===== config.mk =====
export PLATFORM = sky130hd
export DESIGN_NAME = trace_writer_flat
export DESIGN_NICKNAME = d
export VERILOG_FILES = /design/src/rtl/trace_writer_if.sv /design/src/rtl/trace_writer.sv /design/src/flat_wrapper.sv
export SDC_FILE = /design/constraint.sdc
export NUM_CORES = 1
export LEC_CHECK = 0
export BUFFER_PORTS_ARGS = -buffer_cell sky130_fd_sc_hd__buf_4
export CORE_MARGIN = 2
export CORE_UTILIZATION = 25
export CTS_BUF_LIST = sky130_fd_sc_hd__clkbuf_4
export DETAILED_ROUTE_END_ITERATION = 7
export PLACE_DENSITY_LB_ADDON = 0.1
export SYNTH_ARGS = -nofsm -noshare
export SYNTH_HDL_FRONTEND = slang
export SYNTH_SLANG_ARGS = --single-unit

===== constraint.sdc =====
create_clock -name clk -period 10.1 [get_ports clk]
set_input_delay 1.01 -clock clk [delete_from_list [all_inputs] [get_ports clk]]
set_output_delay 1.01 -clock clk [all_outputs]
set_load 0.01 [all_outputs]

===== src/rtl/trace_writer_if.sv =====
// Core-style data-memory request/grant port used by the trace writer to
// store records; master drives the request, slave returns grant/completion.
interface trace_writer_if #(
  parameter int unsigned ADDR_WIDTH = 32,
  parameter int unsigned DATA_WIDTH = 32
);
  logic                      data_req_o;
  logic [ADDR_WIDTH-1:0]     data_addr_o;
  logic                      data_we_o;
  logic [DATA_WIDTH/8-1:0]   data_be_o;
  logic [DATA_WIDTH-1:0]     data_wdata_o;
  logic                      data_gnt_i;
  logic                      data_rvalid_i;

  modport master (
    output data_req_o,
    output data_addr_o,
    output data_we_o,
    output data_be_o,
    output data_wdata_o,
    input  data_gnt_i,
    input  data_rvalid_i
  );

  modport slave (
    input  data_req_o,
    input  data_addr_o,
    input  data_we_o,
    input  data_be_o,
    input  data_wdata_o,
    output data_gnt_i,
    output data_rvalid_i
  );
endinterface


===== src/rtl/trace_writer.sv =====
// Trace record consumer: queues completed trace records in a small FIFO and
// writes them word-by-word into a circular trace buffer through a memory port.
module trace_writer #(
  parameter int unsigned              ADDR_WIDTH   = 32,
  parameter int unsigned              DATA_WIDTH   = 32,
  parameter int unsigned              RECORD_WORDS = 4,
  parameter int unsigned              FIFO_DEPTH   = 4,
  parameter logic [ADDR_WIDTH-1:0]    BASE_ADDR    = 'h0001_0000,
  parameter int unsigned              BUF_RECORDS  = 256
) (
  input  logic                                 clk,
  input  logic                                 rst_n,
  input  logic                                 enable_i,
  input  logic                                 trace_data_ready,
  input  logic [RECORD_WORDS*DATA_WIDTH-1:0]   trace_data_i,
  trace_writer_if.master                       mem,
  output logic                                 busy_o,
  output logic                                 overflow_o,
  output logic [15:0]                          dropped_o,
  output logic [31:0]                          records_written_o
);

  localparam int unsigned BYTES  = DATA_WIDTH / 8;
  localparam int unsigned REC_W  = RECORD_WORDS * DATA_WIDTH;
  localparam int unsigned WIDX_W = (RECORD_WORDS > 1) ? $clog2(RECORD_WORDS) : 1;
  localparam int unsigned PTR_W  = (BUF_RECORDS > 1) ? $clog2(BUF_RECORDS) : 1;
  localparam int unsigned FA_W   = $clog2(FIFO_DEPTH);
  localparam int unsigned CNT_W  = FA_W + 1;

  localparam logic [WIDX_W-1:0] LAST_WORD = WIDX_W'(RECORD_WORDS - 1);
  localparam logic [CNT_W-1:0]  FULL_CNT  = CNT_W'(FIFO_DEPTH);

  localparam logic [1:0] S_IDLE = 2'd0;
  localparam logic [1:0] S_REQ  = 2'd1;
  localparam logic [1:0] S_WAIT = 2'd2;

  logic [1:0]            r_state;
  logic [WIDX_W-1:0]     r_word_idx;
  logic [PTR_W-1:0]      r_wr_ptr;

  logic [REC_W-1:0]      r_fifo [FIFO_DEPTH];
  logic [FA_W-1:0]       r_fifo_rd;
  logic [FA_W-1:0]       r_fifo_wr;
  logic [CNT_W-1:0]      r_fifo_cnt;

  logic                  r_req;
  logic [ADDR_WIDTH-1:0] r_addr;
  logic                  r_we;
  logic [BYTES-1:0]      r_be;
  logic [DATA_WIDTH-1:0] r_wdata;
  logic                  r_busy;
  logic                  r_overflow;
  logic [15:0]           r_dropped;
  logic [31:0]           r_written;

  logic [1:0]            w_next_state;
  logic [WIDX_W-1:0]     w_next_word_idx;
  logic                  w_pop;
  logic                  w_full;
  logic                  w_capture;
  logic                  w_push;
  logic                  w_drop;
  logic [CNT_W-1:0]      w_next_cnt;
  logic                  w_next_req;
  logic [ADDR_WIDTH-1:0] w_word_lin;
  logic [ADDR_WIDTH-1:0] w_next_addr;
  logic [REC_W-1:0]      w_head;
  logic [DATA_WIDTH-1:0] w_head_words [RECORD_WORDS];
  logic [DATA_WIDTH-1:0] w_next_wdata;

  // Write FSM: one outstanding request, one word per REQ/WAIT round trip
  always_comb begin
    w_next_state    = r_state;
    w_next_word_idx = r_word_idx;
    w_pop           = 1'b0;
    case (r_state)
      S_IDLE: begin
        if (r_fifo_cnt != '0) begin
          w_next_state    = S_REQ;
          w_next_word_idx = '0;
        end
      end
      S_REQ: begin
        if (mem.data_gnt_i) begin
          w_next_state = S_WAIT;
        end
      end
      S_WAIT: begin
        if (mem.data_rvalid_i) begin
          if (r_word_idx == LAST_WORD) begin
            w_pop           = 1'b1;
            w_next_state    = S_IDLE;
            w_next_word_idx = '0;
          end else begin
            w_next_word_idx = r_word_idx + WIDX_W'(1);
            w_next_state    = S_REQ;
          end
        end
      end
      default: begin
        w_next_state    = S_IDLE;
        w_next_word_idx = '0;
      end
    endcase
  end

  always_ff @(posedge clk or negedge rst_n) begin
    if (!rst_n) begin
      r_state    <= S_IDLE;
      r_word_idx <= '0;
    end else begin
      r_state    <= w_next_state;
      r_word_idx <= w_next_word_idx;
    end
  end

  // A full FIFO popping on the same edge frees the slot the push lands in
  always_comb begin
    w_full    = (r_fifo_cnt == FULL_CNT);
    w_capture = trace_data_ready & enable_i;
    w_push    = w_capture & (~w_full | w_pop);
    w_drop    = w_capture & w_full & ~w_pop;
    w_next_cnt = r_fifo_cnt;
    case ({w_push, w_pop})
      2'b10:   w_next_cnt = r_fifo_cnt + CNT_W'(1);
      2'b01:   w_next_cnt = r_fifo_cnt - CNT_W'(1);
      default: w_next_cnt = r_fifo_cnt;
    endcase
  end

  always_ff @(posedge clk or negedge rst_n) begin
    if (!rst_n) begin
      r_fifo_rd  <= '0;
      r_fifo_wr  <= '0;
      r_fifo_cnt <= '0;
    end else begin
      r_fifo_cnt <= w_next_cnt;
      if (w_push) r_fifo_wr <= r_fifo_wr + FA_W'(1);
      if (w_pop)  r_fifo_rd <= r_fifo_rd + FA_W'(1);
    end
  end

  always_ff @(posedge clk) begin
    if (w_push) r_fifo[r_fifo_wr] <= trace_data_i;
  end

  // Buffer position and host-visible status counters
  always_ff @(posedge clk or negedge rst_n) begin
    if (!rst_n) begin
      r_wr_ptr   <= '0;
      r_written  <= '0;
      r_overflow <= 1'b0;
      r_dropped  <= '0;
    end else begin
      if (w_pop) begin
        r_wr_ptr  <= r_wr_ptr + PTR_W'(1);
        r_written <= r_written + 32'd1;
      end
      if (w_drop) begin
        r_overflow <= 1'b1;
        if (r_dropped != 16'hFFFF) r_dropped <= r_dropped + 16'd1;
      end
    end
  end

  // Bus values are computed for the state being entered so they are registered
  always_comb begin
    w_head = r_fifo[r_fifo_rd];
    for (int unsigned w = 0; w < RECORD_WORDS; w++) begin
      w_head_words[w] = w_head[w*DATA_WIDTH +: DATA_WIDTH];
    end
    w_next_req   = (w_next_state == S_REQ);
    w_word_lin   = ADDR_WIDTH'(r_wr_ptr) * ADDR_WIDTH'(RECORD_WORDS)
                 + ADDR_WIDTH'(w_next_word_idx);
    w_next_addr  = BASE_ADDR + w_word_lin * ADDR_WIDTH'(BYTES);
    w_next_wdata = w_head_words[w_next_word_idx];
  end

  always_ff @(posedge clk or negedge rst_n) begin
    if (!rst_n) begin
      r_req   <= 1'b0;
      r_addr  <= '0;
      r_we    <= 1'b0;
      r_be    <= '0;
      r_wdata <= '0;
      r_busy  <= 1'b0;
    end else begin
      r_req   <= w_next_req;
      r_addr  <= w_next_req ? w_next_addr : '0;
      r_we    <= w_next_req;
      r_be    <= w_next_req ? '1 : '0;
      r_wdata <= w_next_req ? w_next_wdata : '0;
      r_busy  <= (w_next_cnt != '0) || (w_next_state != S_IDLE);
    end
  end

  assign mem.data_req_o    = r_req;
  assign mem.data_addr_o   = r_addr;
  assign mem.data_we_o     = r_we;
  assign mem.data_be_o     = r_be;
  assign mem.data_wdata_o  = r_wdata;
  assign busy_o            = r_busy;
  assign overflow_o        = r_overflow;
  assign dropped_o         = r_dropped;
  assign records_written_o = r_written;

endmodule


===== src/flat_wrapper.sv =====
// flat-port wrapper written by rule: the top's interface ports become plain ports
module trace_writer_flat 
#(
  parameter int unsigned              ADDR_WIDTH   = 32,
  parameter int unsigned              DATA_WIDTH   = 32,
  parameter int unsigned              RECORD_WORDS = 4,
  parameter int unsigned              FIFO_DEPTH   = 4,
  parameter logic [ADDR_WIDTH-1:0]    BASE_ADDR    = 'h0001_0000,
  parameter int unsigned              BUF_RECORDS  = 256
)
  (clk, rst_n, enable_i, trace_data_ready, trace_data_i, busy_o, overflow_o, dropped_o, records_written_o, mem_data_req_o, mem_data_addr_o, mem_data_we_o, mem_data_be_o, mem_data_wdata_o, mem_data_gnt_i, mem_data_rvalid_i);
  trace_writer_if #(.ADDR_WIDTH(ADDR_WIDTH), .DATA_WIDTH(DATA_WIDTH)) mem_i ();
  input  logic clk;
  input  logic rst_n;
  input  logic enable_i;
  input  logic trace_data_ready;
  input  logic [RECORD_WORDS*DATA_WIDTH-1:0] trace_data_i;
  output logic busy_o;
  output logic overflow_o;
  output logic [15:0] dropped_o;
  output logic [31:0] records_written_o;
  output wire logic [$bits(mem_i.data_req_o)-1:0] mem_data_req_o;
  output wire logic [$bits(mem_i.data_addr_o)-1:0] mem_data_addr_o;
  output wire logic [$bits(mem_i.data_we_o)-1:0] mem_data_we_o;
  output wire logic [$bits(mem_i.data_be_o)-1:0] mem_data_be_o;
  output wire logic [$bits(mem_i.data_wdata_o)-1:0] mem_data_wdata_o;
  input wire logic [$bits(mem_i.data_gnt_i)-1:0] mem_data_gnt_i;
  input wire logic [$bits(mem_i.data_rvalid_i)-1:0] mem_data_rvalid_i;
  assign mem_data_req_o = mem_i.data_req_o;
  assign mem_data_addr_o = mem_i.data_addr_o;
  assign mem_data_we_o = mem_i.data_we_o;
  assign mem_data_be_o = mem_i.data_be_o;
  assign mem_data_wdata_o = mem_i.data_wdata_o;
  assign mem_i.data_gnt_i = mem_data_gnt_i;
  assign mem_i.data_rvalid_i = mem_data_rvalid_i;
  trace_writer #(.ADDR_WIDTH(ADDR_WIDTH), .DATA_WIDTH(DATA_WIDTH), .RECORD_WORDS(RECORD_WORDS), .FIFO_DEPTH(FIFO_DEPTH), .BASE_ADDR(BASE_ADDR), .BUF_RECORDS(BUF_RECORDS)) u_core (.clk(clk), .rst_n(rst_n), .enable_i(enable_i), .trace_data_ready(trace_data_ready), .trace_data_i(trace_data_i), .mem(mem_i), .busy_o(busy_o), .overflow_o(overflow_o), .dropped_o(dropped_o), .records_written_o(records_written_o));
endmodule

==> qor.csv <==
metric;value;unit
clock share of power;0.365;
Worst-Skew Late Latency;1.01;ns
status;finished, final reports clean;
PD cells;224.4;nW/µm²
pin count of the biggest net entering global routing;82;
WL final;62500;µm
Gates resized, CTS repair;0;
RR Endpoint;u_core.r_fifo[2][82];
fin nets;1683;
switching share of total power;0.2732;
type of origin of the critical path;flip-flop;
HPWL Detailed;35860;µm
WHS Path Cells;1;
setup TNS;0;ns
RSZ-0062 raised after global routing;false;
initial core utilization;0.2521;
mapped cell area;23960;µm²
Final Max Slew Viols;0;
H-tree Lvls;4;
Setup crit end kind;flip-flop;
Setup-failing EPs final;0;
GRT Total Usage;0.1284;
largest fanout on the critical path;52;
crit path max-delay cell type;buf_4;
clock skew;0.07996;ns
synth warn;0;
area delta synth->final;23.43;%
number of synthesized flops with an enable pin;512;
Clock Tree Root;clkbuf_4;
clk buf depth;3;
FF-to-FF path depth;6;
min-delay src;trace_data_i[54];
WL/cell;21.09;µm
Crit path max-delay family;buffers and inverters;
sequential area share after synthesis;0.7588;
DR top layer;met5;
top-area cell type share of the netlist area;0.6418;
number of remaining DRC errors;0;
Core Rows;113;
combinational cell fraction of total power;0.149;
Buf/Inv on CP;2;
clk slew on worst S/H paths;0.06;ns
ys flop type;edfxtp_1;
first-pass GRT wire length;91580;µm
Synth Instances;1160;
number of distinct library cells after synthesis;58;
met2 WL post-DR;30420;µm
PortBufs;232;
vias in the first global route;13989;
total die area;98310;µm²
worst reg2reg setup slack;5.65;ns
die outline width;313.6;µm
Via Count;12599;
Setup Fix Bufs, Post-CTS;0;
core area;95010;µm²
minimum clock period;4.453;ns
clk sinks;624;
Routed Antenna Nets;0;
LEAKAGE;10.44;nW
aggregate global routing overflow;0;
worst hold path class;in2reg;
ys async rst share;0.1795;
initial antenna violation count;17;
fill cell count;9450;
Worst Tran Pin Value;1.060;ns
CTS tree;built;
WL met1;25890;µm
total net switching power;1.813;mW
DR vias/cell;4.252;
Setup CP Type;reg2reg;
first drt pass iteration count;7;
Syn Area/Cell;20.65;µm²
met3 wire len;4578;µm
Inserted Clock Buffers;181;
Crit path required time;10.67;ns
register share of total power;0.486;
cell taking the most area after synthesis;edfxtp_1;
cts-stage hold buffer count;4;
Max Clk Rate;0.2246;GHz
share of cells above drive strength 1;0.4147;
Reg area;18180;µm²
area of the multi-input gates;5411;µm²
Final Hold Fails;0;
top cells by area, synth;edfxtp_1 64%, mux4_2 12%, dfrtp_1 12%;
slew margin rel.;0.2936;
hold endpoint;u_core.r_fifo[3][54];
Synth Register Bits;624;
routability congestion estimate;0.7103;
period utilization;0.4409;
internal power;4.822;mW
IO Pins;254;
reg2reg start;u_core.r_word_idx[0];
fin util;0.3112;
1st-iter DRT viols;618;
Max stage delay on crit path;0.82;ns
die height;313.6;µm
Peak VDD IR;0.1190;mV
crit path cell chain;ha_1 > nand4b_4 > a21oi_1 > and2_4 > buf_4 > buf_4;
max cap viols;0;
CP Data Arrival Time;5.02;ns
most used cell, CP;buf_4;
## worst register-to-register path: stages (launching register included)
cell	delay, ns
dfrtp_1	0.39
ha_1	0.30
nand4b_4	0.30
a21oi_1	0.71
and2_4	0.61
buf_4	0.78
buf_4	0.85
## area by class of cell
cell class                 instances  share of cell area
sequential                       624              0.6150
multi-input combinational        472              0.1830
clock buffer                     286             0.07261
timing repair buffer             253             0.06512
tap                             1265             0.05353
clock inverter                    52            0.009436
inverter                           8            0.001016
antenna                            3           0.0002539
## routing by layer
metal,up-vias,GRT usage
met5,-,0
met4,20,0.04970
met3,136,0.04803
met2,381,0.2095
met1,6516,0.1539
li1,5546,-
## placed cells by master, fill, tap and decap left out, types with 3 or more instances in the layout
cell           count
inv_1              8
clkbuf_4         286
ha_1               8
clkinvlp_4         3
mux4_2           128
o22ai_1           32
clkinv_1          36
nand3_1           24
nand2_1           31
a21oi_1            4
and2_4             4
and2_1            10
nand4_1           10
nor2_1            12
dfrtp_1          110
buf_4            247
diode_2            3
and2b_1            3
conb_1            21
mux2i_1           64
xnor2_1           38
and3_1            11
xor2_1            17
dlygate4sd3_1      4
nor3_1             5
inv_6              7
o21ai_0            7
edfxtp_1         512
## flip-flops by register name, indices dropped and copies added, names as in the netlist
name                      count
u_core.busy_o                 1
u_core.r_fifo_rd              2
u_core.r_fifo_cnt             3
u_core.r_fifo_wr              2
u_core.mem.data_wdata_o      32
u_core.r_word_idx             2
u_core.records_written_o     32
u_core.r_state                2
u_core.r_fifo               512
u_core.r_wr_ptr               8
u_core.dropped_o             16
u_core.mem.data_be_o          1
u_core.overflow_o             1
u_core.mem.data_addr_o       10
## kinds of logic (layout without fill, tap and decap cells)
| family | Yosys count | in the layout | synth area share |
|---|---|---|---|
| and+or+nand+nor | 137 | 137 | 0.03358 |
| muxes | 194 | 194 | 0.1480 |
| buffers and inverters | 84 | 599 | 0.01933 |
| adders and majority gates | 9 | 9 | 0.005014 |
| AOI/OAI and AO/OA | 56 | 56 | 0.01499 |
| DFF | 624 | 624 | 0.7588 |
| xor gates and xnor gates | 55 | 55 | 0.02011 |
| other | 1 | 24 | 0.0001565 |
## cell usage after synthesis, drive strengths merged (2+ instances only)
| master | number |
|---|---|
| edfxtp | 512 |
| a31oi | 2 |
| inv | 8 |
| or3 | 3 |
| dfrtp | 112 |
| and2 | 14 |
| a31o | 2 |
| o21a | 2 |
| nor4b | 2 |
| nand4 | 11 |
| nor3 | 8 |
| xnor2 | 38 |
| and2b | 4 |
| o22ai | 32 |
| buf | 54 |
| o21ai | 8 |
| nand3 | 24 |
| mux2 | 2 |
| nand2 | 32 |
| a21oi | 4 |
| nand2b | 2 |
| mux2i | 64 |
| nor3b | 3 |
| and4 | 2 |
| clkbuf | 22 |
| nor2 | 12 |
| and3 | 11 |
| mux4 | 128 |
| xor2 | 17 |
| ha | 8 |
| or4 | 3 |
## power by group through the flow
stage	combinational [mW]	sequential, mW	clock (mW)
floorplan	0.552	3.28	0
global route	1.08	3.25	2.69
CTS	1.03	3.23	2.56
finish	0.988	3.22	2.42
detailed placement	1.03	3.28	0
global placement	1.03	3.28	0
## worst max path at each step
stage	start	to	cells after the start
after global placement	mem_data_rvalid_i	u_core.r_fifo[3][116]	6
final	u_core.r_word_idx[0]	u_core.r_fifo[2][82]	6
after floorplan	mem_data_rvalid_i	u_core.r_fifo[0][0]	4
after detailed placement	mem_data_rvalid_i	u_core.r_fifo[2][116]	6
after CTS	u_core.r_word_idx[0]	u_core.r_fifo[2][82]	6
after global routing	u_core.r_word_idx[0]	u_core.r_fifo[2][83]	6
## stage by stage
step                power, mW  worst slack (ns)  area, µm²  std cells  hold slack [ns]
floorplan               3.832             5.006      24030       1180           0.4375
global placement        4.301             5.255      27090       2618           0.4588
detailed placement      4.307             5.201      27090       2618           0.4615
CTS                     6.817             5.575      29560       2960        0.0001504
global route            7.021             5.304      29570       2962          0.04691
finish                  6.635             5.647      29570       2963           0.2019
Note: power is estimated with default switching activity, not from simulation.
